File: src/rtl/ev_bms_pack_controller_if.sv
// Sample/result bundle between a pack-controller and whoever feeds it samples.
// The master side presents samples and fault_clear; the slave side returns statistics and protection status.
interface ev_bms_pack_controller_if #(
  parameter int N_CELLS = 3,
  parameter int ADC_W   = 12
);
  localparam int SUM_W = ADC_W + $clog2(N_CELLS);

  logic                       sample_valid;
  logic                       sample_ready;
  logic [N_CELLS*ADC_W-1:0]   cell_voltage_bus;
  logic [ADC_W-1:0]           pack_current;
  logic [ADC_W-1:0]           temperature;
  logic                       fault_clear;
  logic                       result_valid;
  logic [ADC_W-1:0]           v_min;
  logic [ADC_W-1:0]           v_max;
  logic [SUM_W-1:0]           pack_sum;
  logic [N_CELLS-1:0]         balance_en;
  logic                       charge_en;
  logic                       discharge_en;
  logic                       system_fault;
  logic [3:0]                 fault_code;

  modport master (
    output sample_valid, cell_voltage_bus, pack_current, temperature, fault_clear,
    input  sample_ready, result_valid, v_min, v_max, pack_sum, balance_en,
           charge_en, discharge_en, system_fault, fault_code
  );

  modport slave (
    input  sample_valid, cell_voltage_bus, pack_current, temperature, fault_clear,
    output sample_ready, result_valid, v_min, v_max, pack_sum, balance_en,
           charge_en, discharge_en, system_fault, fault_code
  );
endinterface

File: src/rtl/ev_bms_pack_controller.sv
// Battery pack controller: scans one cell per cycle, then debounces OV/UV/OC/OT faults
// and drives contactor enables, passive balancing and a latched fault code.
module ev_bms_pack_controller #(
  parameter int N_CELLS   = 3,
  parameter int ADC_W     = 12,
  parameter int OV_TH     = 3400,
  parameter int UV_TH     = 2500,
  parameter int OC_TH     = 3000,
  parameter int OT_TH     = 3500,
  parameter int DEBOUNCE  = 3,
  parameter int BAL_DELTA = 50,
  parameter int RETRY     = 2
) (
  input  logic                    clk,
  input  logic                    rst_n,
  ev_bms_pack_controller_if.slave bus
);
  localparam int SUM_W = ADC_W + $clog2(N_CELLS);
  localparam int IDX_W = $clog2(N_CELLS);
  localparam logic [IDX_W-1:0] LAST_IDX = IDX_W'(N_CELLS - 1);
  localparam logic [ADC_W-1:0] OV_CODE  = ADC_W'(OV_TH);
  localparam logic [ADC_W-1:0] UV_CODE  = ADC_W'(UV_TH);
  localparam logic [ADC_W-1:0] OC_CODE  = ADC_W'(OC_TH);
  localparam logic [ADC_W-1:0] OT_CODE  = ADC_W'(OT_TH);
  localparam logic [ADC_W-1:0] BAL_CODE = ADC_W'(BAL_DELTA);
  localparam logic [3:0]       DEB      = 4'(DEBOUNCE);
  localparam logic [7:0]       RETRY_N  = 8'(RETRY);

  typedef enum logic [1:0] {SEQ_IDLE, SEQ_SCAN, SEQ_EVAL} seq_state_e;
  typedef enum logic [1:0] {PROT_INIT, PROT_NORMAL, PROT_FAULT, PROT_COOLDOWN} prot_state_e;

  seq_state_e         seq_q, seq_d;
  prot_state_e        prot_q, prot_d;
  logic [ADC_W-1:0]   cell_in [N_CELLS];
  logic [ADC_W-1:0]   cell_q [N_CELLS];
  logic [ADC_W-1:0]   cur_q, temp_q;
  logic [IDX_W-1:0]   idx_q, idx_d;
  logic [ADC_W-1:0]   min_acc_q, min_acc_d, max_acc_q, max_acc_d;
  logic [SUM_W-1:0]   sum_acc_q, sum_acc_d;
  logic               ov_acc_q, ov_acc_d, uv_acc_q, uv_acc_d;
  logic [3:0][3:0]    cnt_q, cnt_d, cnt_next;
  logic [7:0]         retry_q, retry_d;
  logic               ready_q, ready_d, rvalid_q, rvalid_d;
  logic [ADC_W-1:0]   vmin_q, vmin_d, vmax_q, vmax_d;
  logic [SUM_W-1:0]   sum_q, sum_d;
  logic [N_CELLS-1:0] bal_q, bal_d, bal_calc;
  logic [3:0]         code_q, code_d;
  logic [3:0]         raw, confirmed;
  logic               accept;
  logic [ADC_W-1:0]   scan_v;

  assign accept = bus.sample_valid && ready_q;
  assign scan_v = cell_q[idx_q];
  // Bit order matches fault_code: {OT, OC, OV, UV}.
  assign raw    = {temp_q > OT_CODE, cur_q > OC_CODE, ov_acc_q, uv_acc_q};

  for (genvar gi = 0; gi < N_CELLS; gi++) begin : g_cell
    assign cell_in[gi]  = bus.cell_voltage_bus[gi*ADC_W +: ADC_W];
    assign bal_calc[gi] = (cell_q[gi] - min_acc_q) > BAL_CODE;
  end

  always_comb begin
    cnt_next  = cnt_q;
    confirmed = '0;
    for (int k = 0; k < 4; k++) begin
      if (!raw[k])             cnt_next[k] = '0;
      else if (cnt_q[k] != DEB) cnt_next[k] = cnt_q[k] + 4'd1;
      confirmed[k] = (cnt_next[k] == DEB);
    end
  end

  always_comb begin
    seq_d     = seq_q;
    prot_d    = prot_q;
    idx_d     = idx_q;
    min_acc_d = min_acc_q;
    max_acc_d = max_acc_q;
    sum_acc_d = sum_acc_q;
    ov_acc_d  = ov_acc_q;
    uv_acc_d  = uv_acc_q;
    cnt_d     = cnt_q;
    retry_d   = retry_q;
    ready_d   = (seq_q == SEQ_IDLE) && !accept;
    rvalid_d  = 1'b0;
    vmin_d    = vmin_q;
    vmax_d    = vmax_q;
    sum_d     = sum_q;
    bal_d     = bal_q;
    code_d    = code_q;
    unique case (seq_q)
      SEQ_IDLE: begin
        if (accept) begin
          seq_d     = SEQ_SCAN;
          idx_d     = '0;
          min_acc_d = '1;
          max_acc_d = '0;
          sum_acc_d = '0;
          ov_acc_d  = 1'b0;
          uv_acc_d  = 1'b0;
        end
      end
      SEQ_SCAN: begin
        if (scan_v < min_acc_q) min_acc_d = scan_v;
        if (scan_v > max_acc_q) max_acc_d = scan_v;
        sum_acc_d = sum_acc_q + SUM_W'(scan_v);
        ov_acc_d  = ov_acc_q | (scan_v > OV_CODE);
        uv_acc_d  = uv_acc_q | (scan_v < UV_CODE);
        idx_d     = idx_q + IDX_W'(1);
        if (idx_q == LAST_IDX) seq_d = SEQ_EVAL;
      end
      SEQ_EVAL: begin
        seq_d    = SEQ_IDLE;
        rvalid_d = 1'b1;
        vmin_d   = min_acc_q;
        vmax_d   = max_acc_q;
        sum_d    = sum_acc_q;
        cnt_d    = cnt_next;
        unique case (prot_q)
          PROT_INIT: begin
            if (|confirmed) begin
              prot_d = PROT_FAULT;
              code_d = confirmed;
            end else if (raw == 4'd0) begin
              prot_d = PROT_NORMAL;
            end
          end
          PROT_NORMAL: begin
            if (|confirmed) begin
              prot_d = PROT_FAULT;
              code_d = confirmed;
            end
          end
          // A confirmed fault implies a raw one, so a simultaneous clear can never leave FAULT.
          PROT_FAULT: begin
            if (bus.fault_clear && raw == 4'd0) begin
              prot_d  = PROT_COOLDOWN;
              retry_d = '0;
            end
          end
          PROT_COOLDOWN: begin
            if (raw != 4'd0) begin
              prot_d = PROT_FAULT;
            end else if (retry_q + 8'd1 == RETRY_N) begin
              prot_d  = PROT_NORMAL;
              code_d  = '0;
              retry_d = '0;
            end else begin
              retry_d = retry_q + 8'd1;
            end
          end
          default: prot_d = PROT_INIT;
        endcase
        bal_d = (prot_d == PROT_NORMAL) ? bal_calc : '0;
      end
      default: seq_d = SEQ_IDLE;
    endcase
  end

  always_ff @(posedge clk) begin
    if (!rst_n) begin
      seq_q     <= SEQ_IDLE;
      prot_q    <= PROT_INIT;
      for (int k = 0; k < N_CELLS; k++) cell_q[k] <= '0;
      cur_q     <= '0;
      temp_q    <= '0;
      idx_q     <= '0;
      min_acc_q <= '0;
      max_acc_q <= '0;
      sum_acc_q <= '0;
      ov_acc_q  <= 1'b0;
      uv_acc_q  <= 1'b0;
      cnt_q     <= '0;
      retry_q   <= '0;
      ready_q   <= 1'b1;
      rvalid_q  <= 1'b0;
      vmin_q    <= '0;
      vmax_q    <= '0;
      sum_q     <= '0;
      bal_q     <= '0;
      code_q    <= '0;
    end else begin
      seq_q     <= seq_d;
      prot_q    <= prot_d;
      if (accept) begin
        for (int k = 0; k < N_CELLS; k++) cell_q[k] <= cell_in[k];
        cur_q  <= bus.pack_current;
        temp_q <= bus.temperature;
      end
      idx_q     <= idx_d;
      min_acc_q <= min_acc_d;
      max_acc_q <= max_acc_d;
      sum_acc_q <= sum_acc_d;
      ov_acc_q  <= ov_acc_d;
      uv_acc_q  <= uv_acc_d;
      cnt_q     <= cnt_d;
      retry_q   <= retry_d;
      ready_q   <= ready_d;
      rvalid_q  <= rvalid_d;
      vmin_q    <= vmin_d;
      vmax_q    <= vmax_d;
      sum_q     <= sum_d;
      bal_q     <= bal_d;
      code_q    <= code_d;
    end
  end

  assign bus.sample_ready = ready_q;
  assign bus.result_valid = rvalid_q;
  assign bus.v_min        = vmin_q;
  assign bus.v_max        = vmax_q;
  assign bus.pack_sum     = sum_q;
  assign bus.balance_en   = bal_q;
  assign bus.charge_en    = (prot_q == PROT_NORMAL);
  assign bus.discharge_en = (prot_q == PROT_NORMAL);
  assign bus.system_fault = (prot_q == PROT_FAULT);
  assign bus.fault_code   = code_q;
endmodule

File: src/flat_wrapper.sv
// flat-port wrapper written by rule: the top's interface ports become plain ports
module ev_bms_pack_controller_flat 
#(
  parameter int N_CELLS   = 3,
  parameter int ADC_W     = 12,
  parameter int OV_TH     = 3400,
  parameter int UV_TH     = 2500,
  parameter int OC_TH     = 3000,
  parameter int OT_TH     = 3500,
  parameter int DEBOUNCE  = 3,
  parameter int BAL_DELTA = 50,
  parameter int RETRY     = 2
)
  (clk, rst_n, bus_sample_valid, bus_cell_voltage_bus, bus_pack_current, bus_temperature, bus_fault_clear, bus_sample_ready, bus_result_valid, bus_v_min, bus_v_max, bus_pack_sum, bus_balance_en, bus_charge_en, bus_discharge_en, bus_system_fault, bus_fault_code);
  ev_bms_pack_controller_if #(.N_CELLS(N_CELLS), .ADC_W(ADC_W)) bus_i ();
  input  logic clk;
  input  logic rst_n;
  input wire logic [$bits(bus_i.sample_valid)-1:0] bus_sample_valid;
  input wire logic [$bits(bus_i.cell_voltage_bus)-1:0] bus_cell_voltage_bus;
  input wire logic [$bits(bus_i.pack_current)-1:0] bus_pack_current;
  input wire logic [$bits(bus_i.temperature)-1:0] bus_temperature;
  input wire logic [$bits(bus_i.fault_clear)-1:0] bus_fault_clear;
  output wire logic [$bits(bus_i.sample_ready)-1:0] bus_sample_ready;
  output wire logic [$bits(bus_i.result_valid)-1:0] bus_result_valid;
  output wire logic [$bits(bus_i.v_min)-1:0] bus_v_min;
  output wire logic [$bits(bus_i.v_max)-1:0] bus_v_max;
  output wire logic [$bits(bus_i.pack_sum)-1:0] bus_pack_sum;
  output wire logic [$bits(bus_i.balance_en)-1:0] bus_balance_en;
  output wire logic [$bits(bus_i.charge_en)-1:0] bus_charge_en;
  output wire logic [$bits(bus_i.discharge_en)-1:0] bus_discharge_en;
  output wire logic [$bits(bus_i.system_fault)-1:0] bus_system_fault;
  output wire logic [$bits(bus_i.fault_code)-1:0] bus_fault_code;
  assign bus_i.sample_valid = bus_sample_valid;
  assign bus_i.cell_voltage_bus = bus_cell_voltage_bus;
  assign bus_i.pack_current = bus_pack_current;
  assign bus_i.temperature = bus_temperature;
  assign bus_i.fault_clear = bus_fault_clear;
  assign bus_sample_ready = bus_i.sample_ready;
  assign bus_result_valid = bus_i.result_valid;
  assign bus_v_min = bus_i.v_min;
  assign bus_v_max = bus_i.v_max;
  assign bus_pack_sum = bus_i.pack_sum;
  assign bus_balance_en = bus_i.balance_en;
  assign bus_charge_en = bus_i.charge_en;
  assign bus_discharge_en = bus_i.discharge_en;
  assign bus_system_fault = bus_i.system_fault;
  assign bus_fault_code = bus_i.fault_code;
  ev_bms_pack_controller #(.N_CELLS(N_CELLS), .ADC_W(ADC_W), .OV_TH(OV_TH), .UV_TH(UV_TH), .OC_TH(OC_TH), .OT_TH(OT_TH), .DEBOUNCE(DEBOUNCE), .BAL_DELTA(BAL_DELTA), .RETRY(RETRY)) u_core (.clk(clk), .rst_n(rst_n), .bus(bus_i));
endmodule
File: config.mk
export PLATFORM = sky130hd
export DESIGN_NAME = ev_bms_pack_controller_flat
export DESIGN_NICKNAME = d
export VERILOG_FILES = /design/src/rtl/ev_bms_pack_controller_if.sv /design/src/rtl/ev_bms_pack_controller.sv /design/src/flat_wrapper.sv
export SDC_FILE = /design/constraint.sdc
export NUM_CORES = 1
export LEC_CHECK = 0
export ABC_AREA = 1
export BUFFER_PORTS_ARGS = -buffer_cell sky130_fd_sc_hd__buf_2
export CAP_MARGIN = 20
export CORE_UTILIZATION = 35
export DETAILED_ROUTE_END_ITERATION = 10
export PLACE_DENSITY_LB_ADDON = 0.25
export SLEW_MARGIN = 40
export SYNTH_ARGS = -nofsm -noshare
export SYNTH_HDL_FRONTEND = slang
export SYNTH_SLANG_ARGS = --single-unit
File: constraint.sdc
create_clock -name clk -period 7.55 [get_ports clk]
set_input_delay 0.3775 -clock clk [delete_from_list [all_inputs] [get_ports clk]]
set_output_delay 0.3775 -clock clk [all_outputs]
set_load 0.05 [all_outputs]
Word-level counts from Yosys, hierarchy flattened
Memories as Yosys holds them, arrays and structs flattened. A register that Yosys moved wholly into a read port is not among the register bits.
Cells that the tools add are included.

storage, ports and cells
  register bits after elaboration = 141
  latch bits = 0
  bits in writable memories = 36
  memory bits (read-only) = 0
  output and inout bits = 50
  word-level logic and storage cells = 141
  memories = 1

memory list
  name           words  bits a word  read ports  clocked after Yosys merged registers in  wr ports  RTL line                      RTL
  u_core.cell_q  3      12           4           1                                        3         ev_bms_pack_controller.sv:35  logic [ADC_W-1:0] cell_q [N_CELLS];

cells by class
  add/subtract/negate cells = 10
  $mul = 0
  div/mod/pow operators = 0
  magnitude comparators = 9
  equal/unequal tests = 24
  shifts and indexed selects = 0
  mux-type cells = 51
  bitwise operators = 5
  reduce and logical (&&, ||, !) cells = 19

operator list
  kind                    count
  $mux W12                7
  $pmux W12 S2            2
  $mux W4                 11
  $gt A12 B12 Y1 const B  3
  $gt A12 B6 Y1 const B   3
  $sub A12 B12 Y12        3
  $pmux W14 S2            1
  $mux W2                 12
  $mux W8                 3
  $add A4 B1 Y4 const B   4
  $eq A4 B2 Y1 const B    4
  $ne A4 B2 Y1 const B    4
  $pmux W8 S2             1
  $add A14 B12 Y14        1
  $mux W14                1
  $ne A2 B1 Y1 const B    7
  $gt A12 B12 Y1          1
  $lt A12 B12 Y1          1
  $lt A12 B12 Y1 const B  1
  $add A8 B1 Y8 const B   1
  $eq A2 B2 Y1 const B    4
  $eq A8 B2 Y1 const B    1
  $pmux W2 S2             2
  $pmux W2 S4             1
  other kinds (20)        39

Logic depth before layout (Yosys ltp)
  word-level depth = 10
  gate-level depth with buffers = 18
  mapped depth without buffers = 18

Least setup slack after synthesis
No wires, ideal clock.

  path kind = register to register
  start = register with a tool-made name
  end = register u_core.sum_acc_q[8]
  setup time = 128 ps
  data arrival time = 2307 ps
  required time = 7422 ps
  slack = 5115 ps
  cell stages (with the launch flop) = 16
  period minus slack after synthesis = 2435 ps
  cells stage by stage = dfxtp_1 > inv_2 > clkbuf_1 > nand3_1 > o21ai_0 > inv_1 > fa_1 > nand3_1 > nand3_1 > nand2_1 > nand2_1 > a21oi_1 > o21ai_1 > or2_2 > nand3_1 > o21ai_0

RTL lines
  what                    RTL line                       RTL
  end signal: assignment  ev_bms_pack_controller.sv:192  sum_acc_q <= sum_acc_d;
  end: declaration        ev_bms_pack_controller.sv:39   logic [SUM_W-1:0] sum_acc_q, sum_acc_d;

==> impl_metrics.toml <==
[synth]
async_reset_ff_share_pct = 0
avgSynthCellArea_sq_um = 7.00
synth_mux_area_share_pct = 0
synth_cell_types = 43
yosys_register_bits = 179
syn_area_sq_mm = 0.0105
syn_inst = 1506
synthFlopType = "dfxtp_1"
yosysWarnings = 0
synth_compound_area_share_pct = 14.3
yosys.area_share.adder_pct = 9.66
synth_top_family_by_area = "simple AND/OR/NAND/NOR gates"
synth-simple-area-share_pct = 27.2
yosysSeqAreaShare_pct = 37.4
synth_edf_count = 36
synth-xor-area-share_pct = 1.74
synth_nets = 1649

[floorplan]
core-area_sq_mm = 0.0296
row_count = 63
die_x_um = 176
start_util_pct = 35.6
die_area_sq_mm = 0.0308
dieHeight_um = 176
boundaryPins = 114

[sta]
drv_slew = 0
worstMarginPinSlew_ns = 0.720
relSlewSlack_pct = 51.7
setup_viol = 0
fmax_mhz = 308
timing.setup.tns_ns = 0
finalClockSkew_ns = 0.0123
grt_setup_unrepaired = "false"
finalHoldViolations = 0
period_minus_slack_ns = 3.24
finalCritPeriodShare_pct = 42.9

[critical_path]
worstPathArrival_ns = 3.54
crit_path_max_incr_delay_ns = 0.59
required_ns = 7.85
critical_path.startpoint_type = "flip-flop"
crit_type = "reg2reg"
path_max_fanout = 24
critPathBufInv = 2
crit_family = "compound AO/OA/AOI/OAI gates"
endpoint_kind = "flip-flop"
cp_slowest_cell = "dfxtp_1"
path_cells = "inv_2 -> nand2_1 -> nand3_1 -> o21ai_0 -> inv_1 -> ha_1 -> a21oi_1 -> nor2_1 -> a211oi_1 -> o211ai_1 -> o211ai_1 -> nand2_1 -> o21ai_0 -> a21oi_1"

[clock_tree]
clk_pin_slew_worst_paths_ns = 0.07
postCtsResizedCells = 0
post_cts_buffers = 0
cts_hold_buffers = 0
clk_latency_ns = 0.45
cts.sinks = 179
cts_tree = "yes"
ctsRootBufferMaster = "clkbuf_16"
cts_buffer_depth = 2
htree_levels = 4
cts_buffers = 17

[grt]
first_global_vias = 9337
overflow = 0
grt_use_total_pct = 19.2
grt_pass1_wl_mm = 47.1
grt_max_degree = 57
antenna_found_initial = 0

[pwr]
leakage_nw = 5.82
p_total_mw = 2.72
p_clk_share_pct = 33.1
switching_share_pct = 35.5
seq_power_share_pct = 39.6
vdd_drop_max_uv = 174
power.density_mw_per_mm2 = 225
internal_power_mw = 1.76
switchingPower_uw = 966
pwr-share-comb_pct = 27.2

[drt]
dr.pass1.iters = 5
drc = 0
wire_per_inst_um = 14.3
vias = 9835
via_per_inst = 4.92
wirelength_mm = 28.5
drtIter0Drc = 819
ant_nets = 0

[place]
io_buffers = 113
hpwl_mm = 20.9
place_congestion = 0.898

[finish]
n_antenna_cell = 0
layout.nets = 1739
nFillCells = 3173
layout_commonest_cell = "nand2_1"
final_cell_mix = "nand2_1, inv_1, nor2_1"
drive_above_1_share_pct = 10.9
area_growth_pct = 14.5

[run_status]
outcome = "complete, no violations"

[job]
cap_violations = 0

[min_path]
worstHoldPathType = "in2reg"
[cells in the mapped netlist (4+ instances only)]
cell type | n | area share [%]
a211oi_1 | 4 | 0.28
clkbuf_1 | 37 | 1.3
o22ai_1 | 5 | 0.30
edfxtp_1 | 36 | 10
inv_1 | 216 | 7.7
buf_1 | 5 | 0.18
nor3_1 | 8 | 0.38
nor2_1 | 155 | 5.5
xnor2_1 | 6 | 0.50
ha_1 | 75 | 8.9
inv_2 | 5 | 0.18
nor2_2 | 4 | 0.24
nand2_1 | 342 | 12
o21bai_1 | 4 | 0.28
a21oi_1 | 141 | 6.7
a31oi_1 | 4 | 0.24
nand3_1 | 99 | 4.7
nand2_2 | 4 | 0.24
nand3b_1 | 12 | 0.85
fa_1 | 4 | 0.76
nand4_1 | 35 | 2.1
o21ai_0 | 115 | 5.5
xor2_1 | 15 | 1.2
dfxtp_1 | 143 | 27
[power groups by stage]
stage | sequential [mW] | combinational (mW) | clock [mW]
after floorplan | 1.08 | 0.555 | 0
after global placement | 1.10 | 0.724 | 0
after detailed placement | 1.10 | 0.735 | 0
after CTS | 1.08 | 0.739 | 0.920
after global routing | 1.09 | 0.855 | 0.962
final | 1.08 | 0.741 | 0.902
[metrics by stage]
stage / worst slack, ns / utilization (%) / hold WS [ns] / instances / cell area [sq um]
finish: 4.31 / 40.7 / 0.176 / 1999 / 12100
global route: 3.98 / 40.7 / 0.175 / 1999 / 12100
CTS: 4.33 / 40.7 / 0.167 / 1999 / 12100
detailed placement: 4.32 / 38.7 / 0.453 / 1967 / 11500
global placement: 4.39 / 38.6 / 0.451 / 1966 / 11400
floorplan: 5.12 / - / 0.438 / 1506 / 10500
[layer usage]
metal / track usage [%] / share of wire [%] / vias up
li1: - / - / 5097
met1: 26.0 / 48 / 4473
met2: 30.8 / 45 / 230
met3: 3.48 / 4.7 / 35
met4: 5.94 / 1.8 / 0
met5: 0 / 0 / -
[cell type report]
class,instances,area [sq um],area share (%)
clock buffers,19,464,3.85
clock inverters,13,130,1.08
inverters,222,833,6.90
multi-input cells,1058,5590,46.3
flip-flops and latches,179,3940,32.7
well taps,390,488,4.04
repair buffers,118,618,5.12
[worst paths after layout]
check / from / endpoint / slack (ns) / cells past startpoint
setup reg to reg: flip-flop / u_core.max_acc_q[11] / 4.31 / 14
hold reg to reg: u_core.bus.fault_code[3] / u_core.bus.fault_code[3] / 0.46 / 2
hold / removal: bus_temperature[4] / u_core.temp_q[4] / 0.18 / 3
setup / recovery: flip-flop / u_core.max_acc_q[11] / 4.31 / 14
[registers in the layout (all words and copies together), names as in the netlist, 2 cells and up, named ones only]
| name | count |
|---|---|
| u_core.bus.balance_en | 3 |
| u_core.bus.pack_sum | 14 |
| u_core.cell_q | 36 |
| u_core.retry_q | 8 |
| u_core.sum_acc_q | 14 |
| u_core.bus.fault_code | 4 |
| u_core.prot_q | 2 |
| u_core.seq_q | 2 |
| u_core.cnt_q | 16 |
| u_core.bus.v_min | 12 |
| u_core.min_acc_q | 12 |
| u_core.temp_q | 12 |
| u_core.max_acc_q | 12 |
| u_core.cur_q | 12 |
| u_core.bus.v_max | 12 |
| u_core.idx_q | 2 |
[worst register-to-register path: cells and delay by family (launching register included)]
family | cells | cell delay, ns
AND/OR/NAND/NOR | 4 | 0.64
flip-flops | 1 | 0.59
AO/OA/AOI/OAI | 7 | 1.10
buffers and inverters | 2 | 0.43
adder cells (fa/ha/maj) | 1 | 0.34
[cell families (layout without fill, tap and decap cells)]
group / count (synthesis) / count (layout)
buf+inv: 269 / 372
xor+xnor: 21 / 21
compound gates: 287 / 287
simple gates: 671 / 671
fa+ha+maj: 79 / 79
flops: 179 / 179
(Power assumes the default switching activity.)
